File: config.mk
export PLATFORM = sky130hd
export DESIGN_NAME = hamming_weight_seq_flat
export DESIGN_NICKNAME = d
export VERILOG_FILES = /design/src/rtl/hamming_weight_seq_if.sv /design/src/rtl/hamming_weight_seq.sv /design/src/flat_wrapper.sv
export SDC_FILE = /design/constraint.sdc
export NUM_CORES = 1
export LEC_CHECK = 0
export CAP_MARGIN = 20
export CORE_ASPECT_RATIO = 1.25
export CORE_MARGIN = 1.5
export CORE_UTILIZATION = 46
export CTS_CLUSTER_DIAMETER = 150
export CTS_CLUSTER_SIZE = 28
export DETAILED_ROUTE_END_ITERATION = 10
export PLACE_DENSITY = 0.79
export SYNTH_ARGS = -nofsm -noshare
export SYNTH_HDL_FRONTEND = slang
export SYNTH_SLANG_ARGS = --single-unit
File: constraint.sdc
create_clock -name clk -period 1.5 [get_ports clk]
set_input_delay 0.15 -clock clk [delete_from_list [all_inputs] [get_ports clk]]
set_output_delay 0.15 -clock clk [all_outputs]
set_load 0.01 [all_outputs]
File: src/rtl/hamming_weight_seq_if.sv
// Request/result bundle for the sequential Hamming weight/distance engine.
// The requester drives start/mode/a/b; the engine returns status, binary count and BCD digits.
interface hamming_weight_seq_if #(
    parameter int unsigned WIDTH  = 16,
    parameter int unsigned DIGITS = 4
) ();
    localparam int unsigned CW = $clog2(WIDTH + 1);

    logic                  start;
    logic                  mode;
    logic [WIDTH-1:0]      a;
    logic [WIDTH-1:0]      b;
    logic                  busy;
    logic                  done;
    logic                  ovf;
    logic [CW-1:0]         count;
    logic [4*DIGITS-1:0]   d_disp;

    modport master (
        output start, mode, a, b,
        input  busy, done, ovf, count, d_disp
    );

    modport slave (
        input  start, mode, a, b,
        output busy, done, ovf, count, d_disp
    );
endinterface

File: src/rtl/hamming_weight_seq.sv
// Sequential popcount of a (or a^b), BPC bits per cycle, followed by a bit-serial
// double-dabble conversion to packed BCD with saturation on display overflow.
module hamming_weight_seq #(
    parameter int unsigned WIDTH  = 16,
    parameter int unsigned BPC    = 1,
    parameter int unsigned DIGITS = 4
) (
    input  logic                  clk,
    input  logic                  rst,
    hamming_weight_seq_if.slave   bus
);
    localparam int unsigned CW    = $clog2(WIDTH + 1);
    localparam int unsigned NSTEP = WIDTH / BPC;
    localparam int unsigned IDXW  = (NSTEP > 1) ? $clog2(NSTEP) : 1;
    localparam int unsigned CNTW  = $clog2(CW);
    localparam int unsigned DW    = 4 * DIGITS;

    // Decimal digits needed for the largest possible count (WIDTH).
    function automatic int unsigned dec_digits(input int unsigned n);
        int unsigned d;
        d = 1;
        for (int unsigned v = n; v >= 10; v = v / 10) begin
            d = d + 1;
        end
        return d;
    endfunction

    function automatic longint unsigned max_shown(input int unsigned dg);
        longint unsigned p;
        p = 1;
        for (int unsigned i = 0; i < dg; i++) begin
            p = p * 10;
        end
        return p - 1;
    endfunction

    localparam int unsigned     BD    = dec_digits(WIDTH);
    localparam int unsigned     BW    = 4 * BD;
    // With at least BD display digits the limit exceeds WIDTH, so overflow never fires.
    localparam longint unsigned LIMIT = max_shown((DIGITS < BD) ? DIGITS : BD);

    typedef enum logic [1:0] {
        S_IDLE    = 2'd0,
        S_COUNT   = 2'd1,
        S_CONVERT = 2'd2,
        S_FINISH  = 2'd3
    } state_e;

    state_e            state_q, state_d;
    logic [WIDTH-1:0]  v_q,     v_d;
    logic [CW-1:0]     acc_q,   acc_d;
    logic [IDXW-1:0]   idx_q,   idx_d;
    logic [CW-1:0]     bin_q,   bin_d;
    logic [BW-1:0]     bcd_q,   bcd_d;
    logic [CNTW-1:0]   cnt_q,   cnt_d;
    logic              busy_q,  busy_d;
    logic              done_q,  done_d;
    logic              ovf_q,   ovf_d;
    logic [CW-1:0]     count_q, count_d;
    logic [DW-1:0]     disp_q,  disp_d;

    logic [CW-1:0]     pc;
    logic [BW-1:0]     adj;
    logic [3:0]        nib;

    always_ff @(posedge clk) begin
        if (rst) begin
            state_q <= S_IDLE;
            v_q     <= '0;
            acc_q   <= '0;
            idx_q   <= '0;
            bin_q   <= '0;
            bcd_q   <= '0;
            cnt_q   <= '0;
            busy_q  <= 1'b0;
            done_q  <= 1'b0;
            ovf_q   <= 1'b0;
            count_q <= '0;
            disp_q  <= '0;
        end else begin
            state_q <= state_d;
            v_q     <= v_d;
            acc_q   <= acc_d;
            idx_q   <= idx_d;
            bin_q   <= bin_d;
            bcd_q   <= bcd_d;
            cnt_q   <= cnt_d;
            busy_q  <= busy_d;
            done_q  <= done_d;
            ovf_q   <= ovf_d;
            count_q <= count_d;
            disp_q  <= disp_d;
        end
    end

    always_comb begin
        state_d = state_q;
        v_d     = v_q;
        acc_d   = acc_q;
        idx_d   = idx_q;
        bin_d   = bin_q;
        bcd_d   = bcd_q;
        cnt_d   = cnt_q;
        busy_d  = busy_q;
        done_d  = 1'b0;
        ovf_d   = ovf_q;
        count_d = count_q;
        disp_d  = disp_q;
        nib     = 4'd0;

        // The low BPC bits of v are always the next group; v shifts down each step.
        pc = '0;
        for (int unsigned i = 0; i < BPC; i++) begin
            pc = pc + CW'(v_q[i]);
        end

        // Add-3 correction applied to every BCD nibble ahead of each shift.
        adj = '0;
        for (int unsigned j = 0; j < BD; j++) begin
            nib = bcd_q[j*4 +: 4];
            adj[j*4 +: 4] = (nib >= 4'd5) ? (nib + 4'd3) : nib;
        end

        unique case (state_q)
            S_IDLE: begin
                if (bus.start) begin
                    v_d     = bus.mode ? (bus.a ^ bus.b) : bus.a;
                    acc_d   = '0;
                    idx_d   = '0;
                    busy_d  = 1'b1;
                    state_d = S_COUNT;
                end
            end
            S_COUNT: begin
                v_d   = v_q >> BPC;
                acc_d = acc_q + pc;
                idx_d = idx_q + IDXW'(1);
                if (idx_q == IDXW'(NSTEP - 1)) begin
                    bin_d   = acc_q + pc;
                    bcd_d   = '0;
                    cnt_d   = '0;
                    state_d = S_CONVERT;
                end
            end
            S_CONVERT: begin
                bcd_d = {adj[BW-2:0], bin_q[CW-1]};
                bin_d = {bin_q[CW-2:0], 1'b0};
                cnt_d = cnt_q + CNTW'(1);
                if (cnt_q == CNTW'(CW - 1)) begin
                    state_d = S_FINISH;
                end
            end
            S_FINISH: begin
                count_d = acc_q;
                done_d  = 1'b1;
                busy_d  = 1'b0;
                state_d = S_IDLE;
                if (64'(acc_q) > LIMIT) begin
                    ovf_d  = 1'b1;
                    disp_d = {DIGITS{4'h9}};
                end else begin
                    ovf_d  = 1'b0;
                    disp_d = DW'(bcd_q);
                end
            end
            default: state_d = S_IDLE;
        endcase
    end

    assign bus.busy   = busy_q;
    assign bus.done   = done_q;
    assign bus.ovf    = ovf_q;
    assign bus.count  = count_q;
    assign bus.d_disp = disp_q;
endmodule

File: src/flat_wrapper.sv
// flat-port wrapper written by rule: the top's interface ports become plain ports
module hamming_weight_seq_flat 
#(
    parameter int unsigned WIDTH  = 16,
    parameter int unsigned BPC    = 1,
    parameter int unsigned DIGITS = 4
)
  (clk, rst, bus_start, bus_mode, bus_a, bus_b, bus_busy, bus_done, bus_ovf, bus_count, bus_d_disp);
  hamming_weight_seq_if #(.WIDTH(WIDTH), .DIGITS(DIGITS)) bus_i ();
  input  logic clk;
  input  logic rst;
  input wire logic [$bits(bus_i.start)-1:0] bus_start;
  input wire logic [$bits(bus_i.mode)-1:0] bus_mode;
  input wire logic [$bits(bus_i.a)-1:0] bus_a;
  input wire logic [$bits(bus_i.b)-1:0] bus_b;
  output wire logic [$bits(bus_i.busy)-1:0] bus_busy;
  output wire logic [$bits(bus_i.done)-1:0] bus_done;
  output wire logic [$bits(bus_i.ovf)-1:0] bus_ovf;
  output wire logic [$bits(bus_i.count)-1:0] bus_count;
  output wire logic [$bits(bus_i.d_disp)-1:0] bus_d_disp;
  assign bus_i.start = bus_start;
  assign bus_i.mode = bus_mode;
  assign bus_i.a = bus_a;
  assign bus_i.b = bus_b;
  assign bus_busy = bus_i.busy;
  assign bus_done = bus_i.done;
  assign bus_ovf = bus_i.ovf;
  assign bus_count = bus_i.count;
  assign bus_d_disp = bus_i.d_disp;
  hamming_weight_seq #(.WIDTH(WIDTH), .BPC(BPC), .DIGITS(DIGITS)) u_core (.clk(clk), .rst(rst), .bus(bus_i));
endmodule
* Word-level counts from Yosys, hierarchy flattened
Cells that the tools add are included.
** Cells by class
- Add/subtract/negate cells :: 5
- $lt $le $gt $ge :: 2
- Equality and inequality tests :: 8
- Muxes and demuxes :: 22
- Bitwise logic cells :: 1
- Reduce and logical (&&, ||, !) cells :: 8
** Operator list (number)
- 2-to-1 mux 16 bit :: 2
- one-hot mux 16 bit (2 select lines) :: 1
- one-hot mux 5 bit (2 select lines) :: 2
- one-hot mux 8 bit (2 select lines) :: 1
- bitwise XOR 16 bit :: 1
- 2-to-1 mux 5 bit :: 2
- >= comparator 4 x 3 -> 1 bit (second input constant) :: 2
- 2-to-1 mux 4 bit :: 2
- 2-to-1 mux 8 bit :: 1
- one-hot mux 2 bit (4 select lines) :: 1
- one-hot mux 4 bit (2 select lines) :: 1
- 2-to-1 mux 2 bit :: 3
- 2-to-1 mux 3 bit :: 2
- one-hot mux 3 bit (2 select lines) :: 1
- AND reduction 2 bit :: 3
- nonzero test 2 bit :: 3
- adder 5 x 1 -> 5 bit :: 1
- adder 4 x 1 -> 4 bit (second input constant) :: 1
- adder 4 x 2 -> 4 bit (second input constant) :: 1
- == test 2 bit (second input constant) :: 2
- == test 4 bit (second input constant) :: 1
- inequality test 2 x 1 -> 1 bit (second input constant) :: 2
- adder 3 x 1 -> 3 bit (second input constant) :: 1
- adder 3 x 2 -> 3 bit (second input constant) :: 1
- 7 further kinds :: 8
** Storage, ports and cells
- Bits in registers :: 58
- Input port bits :: 36
- Output and inout bits :: 24
- Logic and storage cells :: 57

* Logic depth before layout (Yosys ltp)
- Depth in word-level cells :: 4
- Gate-level depth with buffers :: 7
- Gate-level depth less buffers :: 6

* Worst setup path before layout
OpenSTA, ideal clock, no wires.
- Path kind :: register -> register
- Start point :: register u_core.state_q[0]
- End point :: register u_core.v_q[10]
- Setup time :: 117 ps
- Data arrival time :: 1471 ps
- Data required time :: 1383 ps
- Path slack :: -88 ps
- Stages on the path, launching flop included :: 8
- Buffers on the path :: 1
- Clock period less this slack :: 1588 ps
- Path through :: dfxtp_1 > inv_1 > ha_1 > nand2b_1 > o21ai_1 > and2b_1 > buf_2 > a22o_1
** Between the ends
- Cells in the longest elaborated chain, start to end :: 3
- Elaborated cells on any way between the ends :: 6
- Classes of those cells :: 2 x eq/ne; 1 x mux; 3 x reduce/logical
** RTL lines
- from (decl) :: line hamming_weight_seq.sv:49 : state_e state_q, state_d;
- from (signal assigned) :: line hamming_weight_seq.sv:81 : state_q <= state_d;
- == test 2 x 1 -> 1 bit / zero test 2 bit (equally long branches) :: line hamming_weight_seq.sv:124 : unique case (state_q)
- nonzero test 2 bit (no line) / inequality test 2 bit (equally long branches)
- AND reduction 2 bit (no line)
- to (signal assigned) :: line hamming_weight_seq.sv:82 : v_q <= v_d;
- to (decl) :: line hamming_weight_seq.sv:50 : logic [WIDTH-1:0] v_q, v_d;
Several ways; a longest one is shown, not always the timed one.
A chain may end at the register's enable or synchronous reset.

* Final worst setup path
- Start point :: register u_core.state_q[1]
- End point :: register u_core.bin_q[4]
** Between the ends
- Cells in the longest elaborated chain, start to end :: 3
- Elaborated cells on any way between the ends :: 6
- Classes of those cells :: 3 x eq/ne; 1 x mux; 2 x reduce/logical
** RTL lines
- == test 2 x 1 -> 1 bit / == test 2 bit (equally long branches) :: line hamming_weight_seq.sv:124
- inequality test 2 x 1 -> 1 bit (no line) / nonzero test 2 bit (equally long branches)
- AND reduction 2 bit (no line)
- to (signal assigned) :: line hamming_weight_seq.sv:85 : bin_q <= bin_d;
- to (decl) :: line hamming_weight_seq.sv:53 : logic [CW-1:0] bin_q, bin_d;
Several ways; a longest one is shown, not always the timed one.

==> results.cfg <==
[run_status]
outcome = completed

[floorplan]
core_sq_um = 6166
initial_core_util_pct = 47.44
die_area_sq_um = 6850
die_h_um = 92.16
num_rows = 32
io_pins = 60
die_x_um = 74.33

[final_layout]
final_common_cell = dfxtp_1
layout-drive-gt1-share_pct = 21.20
final_nets = 459
fill_cells = 508
final_cell_area_sq_um = 4141
area_delta_synth_final_pct = 41.57
diodes = 0
final_cell_mix = 51 x dfxtp_1, 50 x clkdlybuf4s50_1, 39 x nand2_1, 30 x buf_4, 25 x nor2_1
post-route-util_pct = 67.17

[synth]
yosys-top-cells-area = dfxtp_1 40%, a22o_1 6.0%, mux2i_1 5.8%, ha_1 5.6%, xor2_1 5.1%
ys_seq_area_share_pct = 39.69
synthFlopType = dfxtp_1
synthCells = 333
ys_warn_count = 0
synth_cell_types = 38
syn_avg_cell_area_sq_um = 8.785
synthArstFlopShare_pct = 0
yosysTopAreaCell = dfxtp_1
synthDominantCellAreaShare_pct = 39.69
synth-edff-count = 0
ys_seq_elements = 58
synth_area_sq_um = 2925

[grt]
grt_pass1_vias = 2514
grt_max_degree = 43
grt.overflow.total = 0
track_usage_pct = 20.54
grt_pass1_wl_um = 10900
antenna_found_initial = 0

[cts]
cts_made_buffers = 9
path_clk_slew_ps = 60
root_buffer = clkbuf_8
clkLatencyLatePin_ps = 330
postCtsHoldBufs = 0
clock_path_buffers = 2
cts_sinks = 58
cts_htree_levels = 3
cts_tree = built

[place]
place_congestion = 0.7775
hpwl_um = 4457
io_buffers = 50
placed_cell_area_sq_um = 3674

[worst_setup_path]
reg2reg_to = u_core.bin_q[4]
startpoint_type = register
crit_path_start = u_core.state_q[1]
rr_worst_depth = 6
cp_max_fo = 7
endpoint_kind = register
crit_type = register to register
ff2ff_setup_slack_ps = 20
reg2reg_from = u_core.state_q[1]
cp.arrival_ps = 1700
crit_required_ps = 1720

[sta]
setup_viol = 0
finalHoldViolCount = 0
rsz0062_at_grt = yes
fin_worst_skew_ps = 5.024
slew_violations = 0
period_needed_ps = 1479
period_share_pct = 98.57
timing.fmax_mhz = 676.4

[routing]
post_drt_wl_per_cell_um = 12.63
wirelength_um = 6313
avgViaCountPerCell = 5.016
num_vias = 2508
drcViolationCount = 0
final_antenna_net_count = 0
dr.pass1.iters = 4
first_iter_violations = 154

[power_and_ir_drop]
p_per_area_nw_per_um2 = 1378
vdd_drop_max_v = 0.0005971
p_leak_nw = 1.580

[min_path]
hold_class = register to register
hold_depth = 2
min_from = u_core.bin_q[0]
hold_path_end = u_core.bin_q[0]

[job]
max_cap_violations = 0
[critical path, cell delays in order, from the launching register on]
cell	delay, ps
dfxtp_2	360
inv_4	50
ha_4	180
buf_6	130
a21oi_2	210
nor2_4	90
a221o_1	350
[per-stage QoR]
step           instances  TNS, ps  total power [mW]  hold slack, ps  setup WS, ps
6_report             500        0             5.707           461.0         21.50
5_1_grt              500   -159.4             6.022           485.0        -41.84
4_1_cts              498   -972.1             5.518           462.1        -78.49
3_5_place_dp         480    -7535             3.688           452.1        -438.1
3_3_place_gp         480    -6122             3.631           443.0        -374.5
2_1_floorplan        341        0             3.028           324.3         4.229
[sequential cells by signal (all words and copies together), names as in the netlist]
signal and cells:
u_core.idx_q 4, u_core.v_q 16, u_core.cnt_q 3, u_core.acc_q 5
u_core.bus.d_disp 8, u_core.state_q 2, u_core.bin_q 5, u_core.bcd_q 8
u_core.bus.busy 1, u_core.bus.count 5, u_core.bus.done 1
[Yosys cell counts (all sizes together), types with 2 or more instances]
cell,n
a211oi,2
a21oi,16
a221o,3
a22o,20
a22oi,2
a32oi,3
and2b,2
buf,17
clkbuf,12
dfxtp,58
ha,13
inv,9
mux2i,17
nand2,39
nand2b,7
nand3,6
nand3b,5
nor2,30
nor2b,7
nor3,4
nor3b,4
o21ai,26
xnor2,4
xor2,17
[cell families (layout without fill, tap and decap cells)]
group | count (synthesis) | in the layout | synth area share (%)
buffers and inverters | 38 | 111 | 6.458
adder cells (fa/ha/maj) | 13 | 13 | 5.560
AND/OR/NAND/NOR | 107 | 108 | 17.79
other | 1 | 9 | 0.1282
flip-flops | 58 | 58 | 39.69
multiplexers | 17 | 17 | 5.817
AO/OA/AOI/OAI | 78 | 78 | 18.26
XOR/XNOR | 21 | 21 | 6.287
[report_power, final]
part | switching [mW] | internal, mW
combinational | 1.06 | 1.02
sequential | 0.160 | 1.78
clock | 0.595 | 1.09
[worst max path at each step]
stage                   endpoint  slack, ps
6_report         u_core.bin_q[4]         20
5_1_grt        u_core.state_q[1]        -40
3_3_place_gp      u_core.v_q[14]       -370
4_1_cts          u_core.bin_q[4]        -80
3_5_place_dp      u_core.v_q[14]       -440
2_1_floorplan    u_core.bin_q[3]          4
[final cells by class]
type / count / area (sq um) / share of cell area (%)
Sequential cell: 58 / 1172 / 28.31
Clock buffer: 10 / 127.6 / 3.082
Clock inverter: 6 / 105.1 / 2.538
Tap cell: 85 / 106.4 / 2.568
Timing Repair Buffer: 86 / 810.8 / 19.58
Multi-Input combinational cell: 246 / 1780 / 42.99
Inverter: 9 / 38.79 / 0.9366
[repair_timing]
action | in CTS | in global routing
gates cloned | 1 | 0
setup buffers | 1 | 4
pin swaps | 0 | 14
resized for setup | 14 | 37
endpoints found under the setup margin | 29 | 40
[routing by layer]
layer  wire length (um)  track usage (%)
met1               2585            22.15
met2               3393            36.46
met3                237            4.396
met4                 97            10.45
met5                  0                0
Note: power is estimated with default switching activity, not from simulation.
